## src/rtl/range_finder_pkg.sv

```systemverilog
// Shared definitions for the range finder trigger output port:
// register map, CONTROL/STATUS bit positions and trigger FSM states.
package range_finder_pkg;

    localparam logic [1:0] ADDR_DATA        = 2'd0;
    localparam logic [1:0] ADDR_PULSE_WIDTH = 2'd1;
    localparam logic [1:0] ADDR_CONTROL     = 2'd2;
    localparam logic [1:0] ADDR_STATUS      = 2'd3;

    localparam int CTRL_START_BIT = 0;
    localparam int CTRL_AUTO_BIT  = 1;

    localparam int STAT_BUSY_BIT  = 0;
    localparam int STAT_DONE_BIT  = 1;
    localparam int STAT_COUNT_LSB = 8;

    typedef enum logic [1:0] {
        IDLE    = 2'd0,
        PULSE   = 2'd1,
        HOLDOFF = 2'd2
    } trig_state_e;

endpackage

```

## src/rtl/range_finder_trigger_fsm.sv

```systemverilog
// Trigger pulse sequencer: programmable-width high pulse, fixed low holdoff,
// optional auto-repeat. Emits a one-cycle done_pulse_o at the end of each holdoff.
module range_finder_trigger_fsm
    import range_finder_pkg::*;
#(
    parameter int unsigned WIDTH_BITS     = 16,
    parameter int unsigned HOLDOFF_CYCLES = 3000000,
    parameter int unsigned HOLDOFF_BITS   = 22
) (
    input  logic                  clk,
    input  logic                  reset,
    input  logic                  start_i,
    input  logic                  auto_i,
    input  logic [WIDTH_BITS-1:0] width_i,
    output logic                  trigger_o,
    output logic                  busy_o,
    output logic                  done_pulse_o
);

    localparam logic [HOLDOFF_BITS-1:0] HOLD_LOAD = HOLDOFF_BITS'(HOLDOFF_CYCLES - 1);

    trig_state_e             state_q, state_d;
    logic [WIDTH_BITS-1:0]   pulse_cnt_q, pulse_cnt_d;
    logic [HOLDOFF_BITS-1:0] hold_cnt_q, hold_cnt_d;
    logic                    trigger_q;
    logic [WIDTH_BITS-1:0]   width_load;

    // A zero width is promoted to a one-cycle pulse.
    assign width_load = (width_i == '0) ? '0 : width_i - WIDTH_BITS'(1);

    // NOTE: every variable assigned here gets a default first, so no path can infer a latch.
    always_comb begin
        state_d      = state_q;
        pulse_cnt_d  = pulse_cnt_q;
        hold_cnt_d   = hold_cnt_q;
        done_pulse_o = 1'b0;
        case (state_q)
            IDLE: begin
                if (start_i) begin
                    state_d     = PULSE;
                    pulse_cnt_d = width_load;
                end
            end
            PULSE: begin
                if (pulse_cnt_q == '0) begin
                    state_d    = HOLDOFF;
                    hold_cnt_d = HOLD_LOAD;
                end else begin
                    pulse_cnt_d = pulse_cnt_q - WIDTH_BITS'(1);
                end
            end
            HOLDOFF: begin
                if (hold_cnt_q == '0) begin
                    done_pulse_o = 1'b1;
                    if (auto_i) begin
                        state_d     = PULSE;
                        pulse_cnt_d = width_load;
                    end else begin
                        state_d = IDLE;
                    end
                end else begin
                    hold_cnt_d = hold_cnt_q - HOLDOFF_BITS'(1);
                end
            end
            default: state_d = IDLE;
        endcase
    end

    // NOTE: state registers use non-blocking assignments so every flop samples pre-edge values.
    always_ff @(posedge clk) begin
        if (reset) begin
            state_q     <= IDLE;
            pulse_cnt_q <= '0;
            hold_cnt_q  <= '0;
            trigger_q   <= 1'b0;
        end else begin
            state_q     <= state_d;
            pulse_cnt_q <= pulse_cnt_d;
            hold_cnt_q  <= hold_cnt_d;
            trigger_q   <= (state_d == PULSE);
        end
    end

    assign trigger_o = trigger_q;
    assign busy_o    = (state_q != IDLE);

endmodule

```

## src/rtl/range_finder_trigger_out.sv

```systemverilog
// Avalon-MM output port for the range finder: CPU data word on out_port plus
// control/status registers for the ultrasonic trigger sequencer.
module range_finder_trigger_out
    import range_finder_pkg::*;
#(
    parameter int unsigned DATA_WIDTH     = 9,
    parameter int unsigned WIDTH_BITS     = 16,
    parameter int unsigned PULSE_DEFAULT  = 500,
    parameter int unsigned HOLDOFF_CYCLES = 3000000,
    parameter int unsigned HOLDOFF_BITS   = 22
) (
    input  logic                  clk,
    input  logic                  reset,
    input  logic [1:0]            address,
    input  logic                  chipselect,
    input  logic                  write_n,
    input  logic [31:0]           writedata,
    output logic [31:0]           readdata,
    output logic [DATA_WIDTH-1:0] out_port,
    output logic                  trigger_out
);

    logic [DATA_WIDTH-1:0] data_q, data_d;
    logic [WIDTH_BITS-1:0] width_q, width_d;
    logic                  auto_q, auto_d;
    logic                  done_q, done_d;
    logic [7:0]            count_q, count_d;
    logic [31:0]           readdata_q, readdata_d;

    logic wr, start, busy, done_pulse;
    logic unused_wdata;

    assign wr    = chipselect & ~write_n;
    assign start = wr && (address == ADDR_CONTROL) && writedata[CTRL_START_BIT];
    assign unused_wdata = ^writedata;

    range_finder_trigger_fsm #(
        .WIDTH_BITS     (WIDTH_BITS),
        .HOLDOFF_CYCLES (HOLDOFF_CYCLES),
        .HOLDOFF_BITS   (HOLDOFF_BITS)
    ) u_fsm (
        .clk          (clk),
        .reset        (reset),
        .start_i      (start),
        .auto_i       (auto_q),
        .width_i      (width_q),
        .trigger_o    (trigger_out),
        .busy_o       (busy),
        .done_pulse_o (done_pulse)
    );

    always_comb begin
        data_d  = data_q;
        width_d = width_q;
        auto_d  = auto_q;
        done_d  = done_q;
        count_d = count_q;
        if (wr) begin
            case (address)
                ADDR_DATA:        data_d  = writedata[DATA_WIDTH-1:0];
                ADDR_PULSE_WIDTH: width_d = writedata[WIDTH_BITS-1:0];
                ADDR_CONTROL:     auto_d  = writedata[CTRL_AUTO_BIT];
                ADDR_STATUS:      if (writedata[STAT_DONE_BIT]) done_d = 1'b0;
                default: ;
            endcase
        end
        // Applied after the clear so a coincident completion keeps DONE set.
        if (done_pulse) begin
            done_d  = 1'b1;
            count_d = count_q + 8'd1;
        end
    end

    always_comb begin
        readdata_d = '0;
        case (address)
            ADDR_DATA:        readdata_d[DATA_WIDTH-1:0] = data_q;
            ADDR_PULSE_WIDTH: readdata_d[WIDTH_BITS-1:0] = width_q;
            ADDR_CONTROL: begin
                readdata_d[CTRL_START_BIT] = busy;
                readdata_d[CTRL_AUTO_BIT]  = auto_q;
            end
            ADDR_STATUS: begin
                readdata_d[STAT_BUSY_BIT]               = busy;
                readdata_d[STAT_DONE_BIT]               = done_q;
                readdata_d[STAT_COUNT_LSB +: 8]         = count_q;
            end
            default: ;
        endcase
    end

    always_ff @(posedge clk) begin
        if (reset) begin
            data_q     <= '0;
            width_q    <= WIDTH_BITS'(PULSE_DEFAULT);
            auto_q     <= 1'b0;
            done_q     <= 1'b0;
            count_q    <= '0;
            readdata_q <= '0;
        end else begin
            data_q     <= data_d;
            width_q    <= width_d;
            auto_q     <= auto_d;
            done_q     <= done_d;
            count_q    <= count_d;
            readdata_q <= readdata_d;
        end
    end

    assign readdata = readdata_q;
    assign out_port = data_q;

endmodule
```

## config.mk

```make
export PLATFORM = sky130hd
export DESIGN_NAME = range_finder_trigger_out
export DESIGN_NICKNAME = d
export VERILOG_FILES = /design/src/rtl/range_finder_pkg.sv /design/src/rtl/range_finder_trigger_fsm.sv /design/src/rtl/range_finder_trigger_out.sv
export SDC_FILE = /design/constraint.sdc
export NUM_CORES = 1
export LEC_CHECK = 0
export ABC_AREA = 1
export CAP_MARGIN = 5
export CORE_MARGIN = 2
export CORE_UTILIZATION = 55
export DETAILED_ROUTE_END_ITERATION = 6
export MAX_ROUTING_LAYER = met4
export PLACE_DENSITY = 0.79
export SKIP_LAST_GASP = 1
export SLEW_MARGIN = 10
export SYNTH_ARGS = -nofsm -noshare
export SYNTH_HDL_FRONTEND = slang
export SYNTH_HIERARCHICAL = 1
export SYNTH_SLANG_ARGS = --single-unit
```

## constraint.sdc

```tcl
create_clock -name clk -period 2.69 [get_ports clk]
set_input_delay 0.538 -clock clk [delete_from_list [all_inputs] [get_ports clk]]
set_output_delay 0.538 -clock clk [all_outputs]
set_load 0.1 [all_outputs]
```

== Word-level counts from Yosys, hierarchy flattened ==
Cells that the tools add are included.
W data, S select, Z words.
Operators by class
  add/subtract/negate cells: 4
  equality and inequality tests: 12
  multiplexer cells: 24
  bitwise gates (word level): 2
  reductions and logical operators: 19
Operator list (number)
  $mux W16: 5
  $pmux W16 S3: 1
  $mux W22: 2
  $pmux W22 S2: 1
  $logic_not A16 Y1: 2
  $sub A16 B1 Y16 const B: 2
  $logic_not A22 Y1: 1
  $sub A22 B1 Y22 const B: 1
  $pmux W7 S2: 1
  $pmux W6 S2: 1
  $reduce_bool A2 Y1: 5
  $add A8 B1 Y8 const B: 1
  $ne A2 B2 Y1 const B: 4
  $pmux W2 S4: 1
  $mux W1: 7
  $eq A2 B1 Y1 const B: 3
  $eq A2 B2 Y1 const B: 3
  $mux W2: 3
  $pmux W2 S3: 1
  $reduce_and A2 Y1: 3
  $reduce_and A3 Y1: 2
  $reduce_and A5 Y1: 1
  $logic_not A2 Y1: 2
  $ne A2 B1 Y1 const B: 2
  5 further kinds: 6
Word-level totals
  register bits after elaboration: 108
  input port bits: 38
  word-level logic and storage cells: 72

== Logic depth before layout (Yosys ltp) ==
  word-level depth: 7
  gate-level depth with buffers: 12
  depth with buffers taken out: 11

== By module ==
The synthesis kept the hierarchy.
By module, submodules not included
  range_finder_trigger_fsm: times used 1, cells an instance 542, area an instance 3254.4 µm²
  range_finder_trigger_out: times used 1, cells an instance 274, area an instance 2063.2 µm²

== Worst setup path after synthesis ==
OpenSTA, ideal clock, no wires.
  kind: register to register
  start point: reg u_fsm.state_q[1]
  end point: reg count_q[7]
  data arrival time: 1777 ps
  data required time: 2575 ps
  path slack: 798 ps
  stages on the path, launching flop included: 10
  buffers on the path: 0
  cells stage by stage: dfxtp_1 > inv_1 > nor2_1 > inv_1 > nor3_1 > nand2_1 > nor2_1 > nand3_1 > nand2_1 > nor2_1
Between the ends
  longest elaborated chain between the ends: 2
Ends and longest elaborated chain
  start: declaration: line range_finder_trigger_fsm.sv:22  | trig_state_e state_q, state_d;
  start signal: assignment: line range_finder_trigger_fsm.sv:77  | state_q <= state_d;
  $eq A2 B2 Y1: line range_finder_trigger_fsm.sv:37  | case (state_q)
  $mux W1: line range_finder_trigger_fsm.sv:37
  end signal: assignment: line range_finder_trigger_out.sv:105  | count_q <= count_d;
  end: declaration: line range_finder_trigger_out.sv:27  | logic [7:0] count_q, count_d;
Every way passes these cells.
A chain may end at the register's enable or synchronous reset.

== Worst setup path after layout ==
  start point: reg u_fsm.pulse_cnt_q[0]
  end point: reg u_fsm.hold_cnt_q[20]
Between the ends
  longest elaborated chain between the ends: 3
Ends and longest elaborated chain
  start: declaration: line range_finder_trigger_fsm.sv:23  | logic [WIDTH_BITS-1:0] pulse_cnt_q, pulse_cnt_d;
  start signal: assignment: line range_finder_trigger_fsm.sv:78  | pulse_cnt_q <= pulse_cnt_d;
  $logic_not A16 Y1: line range_finder_trigger_fsm.sv:45  | if (pulse_cnt_q == '0) begin
  $ne A2 B1 Y1 (no source line)
  $reduce_and A3 Y1 (no source line)
  end signal: assignment: line range_finder_trigger_fsm.sv:79  | hold_cnt_q <= hold_cnt_d;
  end: declaration: line range_finder_trigger_fsm.sv:24  | logic [HOLDOFF_BITS-1:0] hold_cnt_q, hold_cnt_d;
Every way passes these cells.

==> impl_metrics.toml <==
[yosys]
yosysUniqueCellTypes = 37
synth.avg_cell_area_sq_um = 6.52
yosys_warnings = 6
synth-seq-area-share_pct = 34.6
synth_edf_count = 0
synth.top_cells.by_count = "205 x nand2_1, 159 x nor2_1, 92 x dfxtp_1"
synth_top_cell_by_area = "dfxtp_1"
synthesis.instances = 816
synth.cell_area_sq_mm = 0.00532
yosys-top-cells-area = "dfxtp_1 35%, nand2_1 14%, nor2_1 11%, nand3_1 6.4%, a21oi_1 4.3%"
synth_top_area_share_pct = 34.6
ys_ff_latch = 92
ys.flop_type = "dfxtp_1"
synth_most_common_cell = "nand2_1"
ys_async_sr_fraction_pct = 0

[grt]
grt_max_degree = 36
grt_usage_pct = 26.5
gr-total-overflow = 0
antenna_found_initial = 0
grt_pass1_vias = 4751
grt_pass1_wl_um = 21500

[route]
wirelength_um = 12700
detail_route.first_pass.iterations = 5
post_drt_wl_per_cell_um = 12.7
antenna_left = 0
viasPerCell = 5.23
drc = 0
drtIter0Drc = 244
num_vias = 5200

[worst_hold_path]
hp-class = "reg -> reg"

[clock_tree]
cts_tree = "yes"
post_cts_resized = 0
cts_root_buffer = "clkbuf_8"
clk_latency_ns = 0.37
hold_buffers = 0
cts_sinks = 92
clk_path_buf_depth = 2
cts_setup_buffers = 0
path_clk_slew_ns = 0.10
cts_made_buffers = 9
htree_levels = 3

[floorplan]
io_pins = 80
die_x_um = 102
initial_utilization_pct = 57.0
core_area_sq_mm = 0.00933
die_h_um = 102
dieArea_sq_mm = 0.0105
rows = 35

[status]
outcome = "finished clean"

[sta]
drv_slew = 0
timing.setup.tns_ns = 0
finClkSkew_ns = 0.0106
rsz0062_at_grt = "false"
min_period_ns = 2.20
hold_violations = 0
setup_viol = 0
max_freq_mhz = 455
relSlewSlack_pct = 59.7
finalCritPeriodShare_pct = 81.7
tightest_slew_ns = 0.603

[finish]
ff_latch_area_sq_mm = 0.00184
final_layout_size_suffix_gt1_share_pct = 12.7
n_fill_cell = 831
diodes = 0
fin_nets = 905
multi_input_area_sq_mm = 0.00301
finish.utilization_pct = 63.7
area_growth_pct = 11.7

[placement]
gp_congestion = 0.912
hpwlAfterDp_um = 9310
port_buffers = 47

[job]
max-cap-violations = 0

[power_and_ir_drop]
leakage_nw = 2.72
p_per_area_mw_per_mm2 = 507
total_power_mw = 3.01
worst_ir_drop_vdd_mv = 0.332

[setup_path]
cp.arrival_ns = 2.51
worstSetupPathType = "reg -> reg"
end_kind = "flop"
start_kind = "flop"
required_ns = 3.00
cp_max_fo = 17
==> kinds of logic (layout without fill, tap and decap cells) <==
| logic type | count (synthesis) | after routing | synth area share, % |
|---|---|---|---|
| other | 1 | 16 | 0.0705 |
| xor gates and xnor gates | 14 | 14 | 2.31 |
| buffers and inverters | 104 | 139 | 9.84 |
| AOI/OAI and AO/OA | 92 | 92 | 8.96 |
| and+or+nand+nor | 507 | 507 | 42.8 |
| DFF | 92 | 92 | 34.6 |
| adders and majority gates | 6 | 6 | 1.41 |
==> critical path, cell delays in order (launching register included) <==
cell	delay, ns
dfxtp_1	0.32
inv_1	0.09
ha_1	0.24
nand3_1	0.18
nor2_1	0.18
nand3b_1	0.21
nand2_2	0.29
clkinv_2	0.31
nor2_1	0.19
nor2_1	0.05
nor2_1	0.07
==> routing by layer <==
metal  up-vias  GRT usage (%)  share of wire [%]
met5         -              -                  0
met4         0           9.85                2.5
met3        30           3.97                5.9
met2       177           42.3                 47
met1      2345           34.0                 45
li1       2648              -                  -
==> where the power goes <==
part           switching (mW)  leakage, nW  internal (mW)
sequential             0.0346        0.745           1.40
combinational           0.473         1.88          0.191
clock                   0.540       0.0954          0.378
total                    1.05         2.72           1.96
==> cell type report <==
| type | count | share of cell area, % |
|---|---|---|
| clock buffer | 10 | 2.32 |
| clock inverter | 6 | 0.906 |
| inverter | 67 | 4.42 |
| multi-input combinational | 635 | 50.7 |
| sequential | 92 | 31.0 |
| tap | 129 | 2.72 |
| timing repair buffer | 56 | 7.96 |
==> placed cells by master, fill, tap and decap left out, types with 2 or more instances in the layout <==
master           count
nand2_1            205
nor2_1             159
dfxtp_1             92
nand3_1             68
inv_1               60
a21oi_1             46
o21ai_0             37
buf_4               35
nor2_2              21
clkdlybuf4s50_1     21
conb_1              16
nor2_4              13
nand3b_1            12
xor2_1              11
clkbuf_8            10
nand2_2              8
ha_1                 6
nand4_1              6
or2_2                6
o21ai_1              5
nor3_1               4
inv_2                3
clkinv_4             3
inv_6                3
xnor2_1              3
nand2_4              2
o22ai_1              2
==> metrics by stage <==
step	worst slack (ns)	cell area, sq um	instances	hold slack (ns)
floorplan	0.798	5370	831	0.439
global placement	0.187	5750	979	0.451
detailed placement	0.146	5750	979	0.460
CTS	0.506	5940	995	0.475
global route	0.233	5940	995	0.497
finish	0.491	5940	995	0.471
==> worst paths after layout <==
check / start / to / slack [ns] / cells after the start
hold reg to reg: count_q[6] / count_q[6] / 0.47 / 2
hold / removal: count_q[6] / count_q[6] / 0.47 / 2
setup reg to reg: u_fsm/pulse_cnt_q[0] / u_fsm/hold_cnt_q[20] / 0.49 / 10
setup / recovery: u_fsm/pulse_cnt_q[0] / u_fsm/hold_cnt_q[20] / 0.49 / 10
==> sequential cells by signal (all words and copies together), names as in the netlist <==
register           count
readdata              16
auto_q                 1
out_port               9
u_fsm/pulse_cnt_q     16
width_q               16
count_q                8
u_fsm/state_q          2
u_fsm/hold_cnt_q      22
u_fsm/trigger_o        1
done_q                 1
No activity file was read; power rests on OpenSTA's default activity.
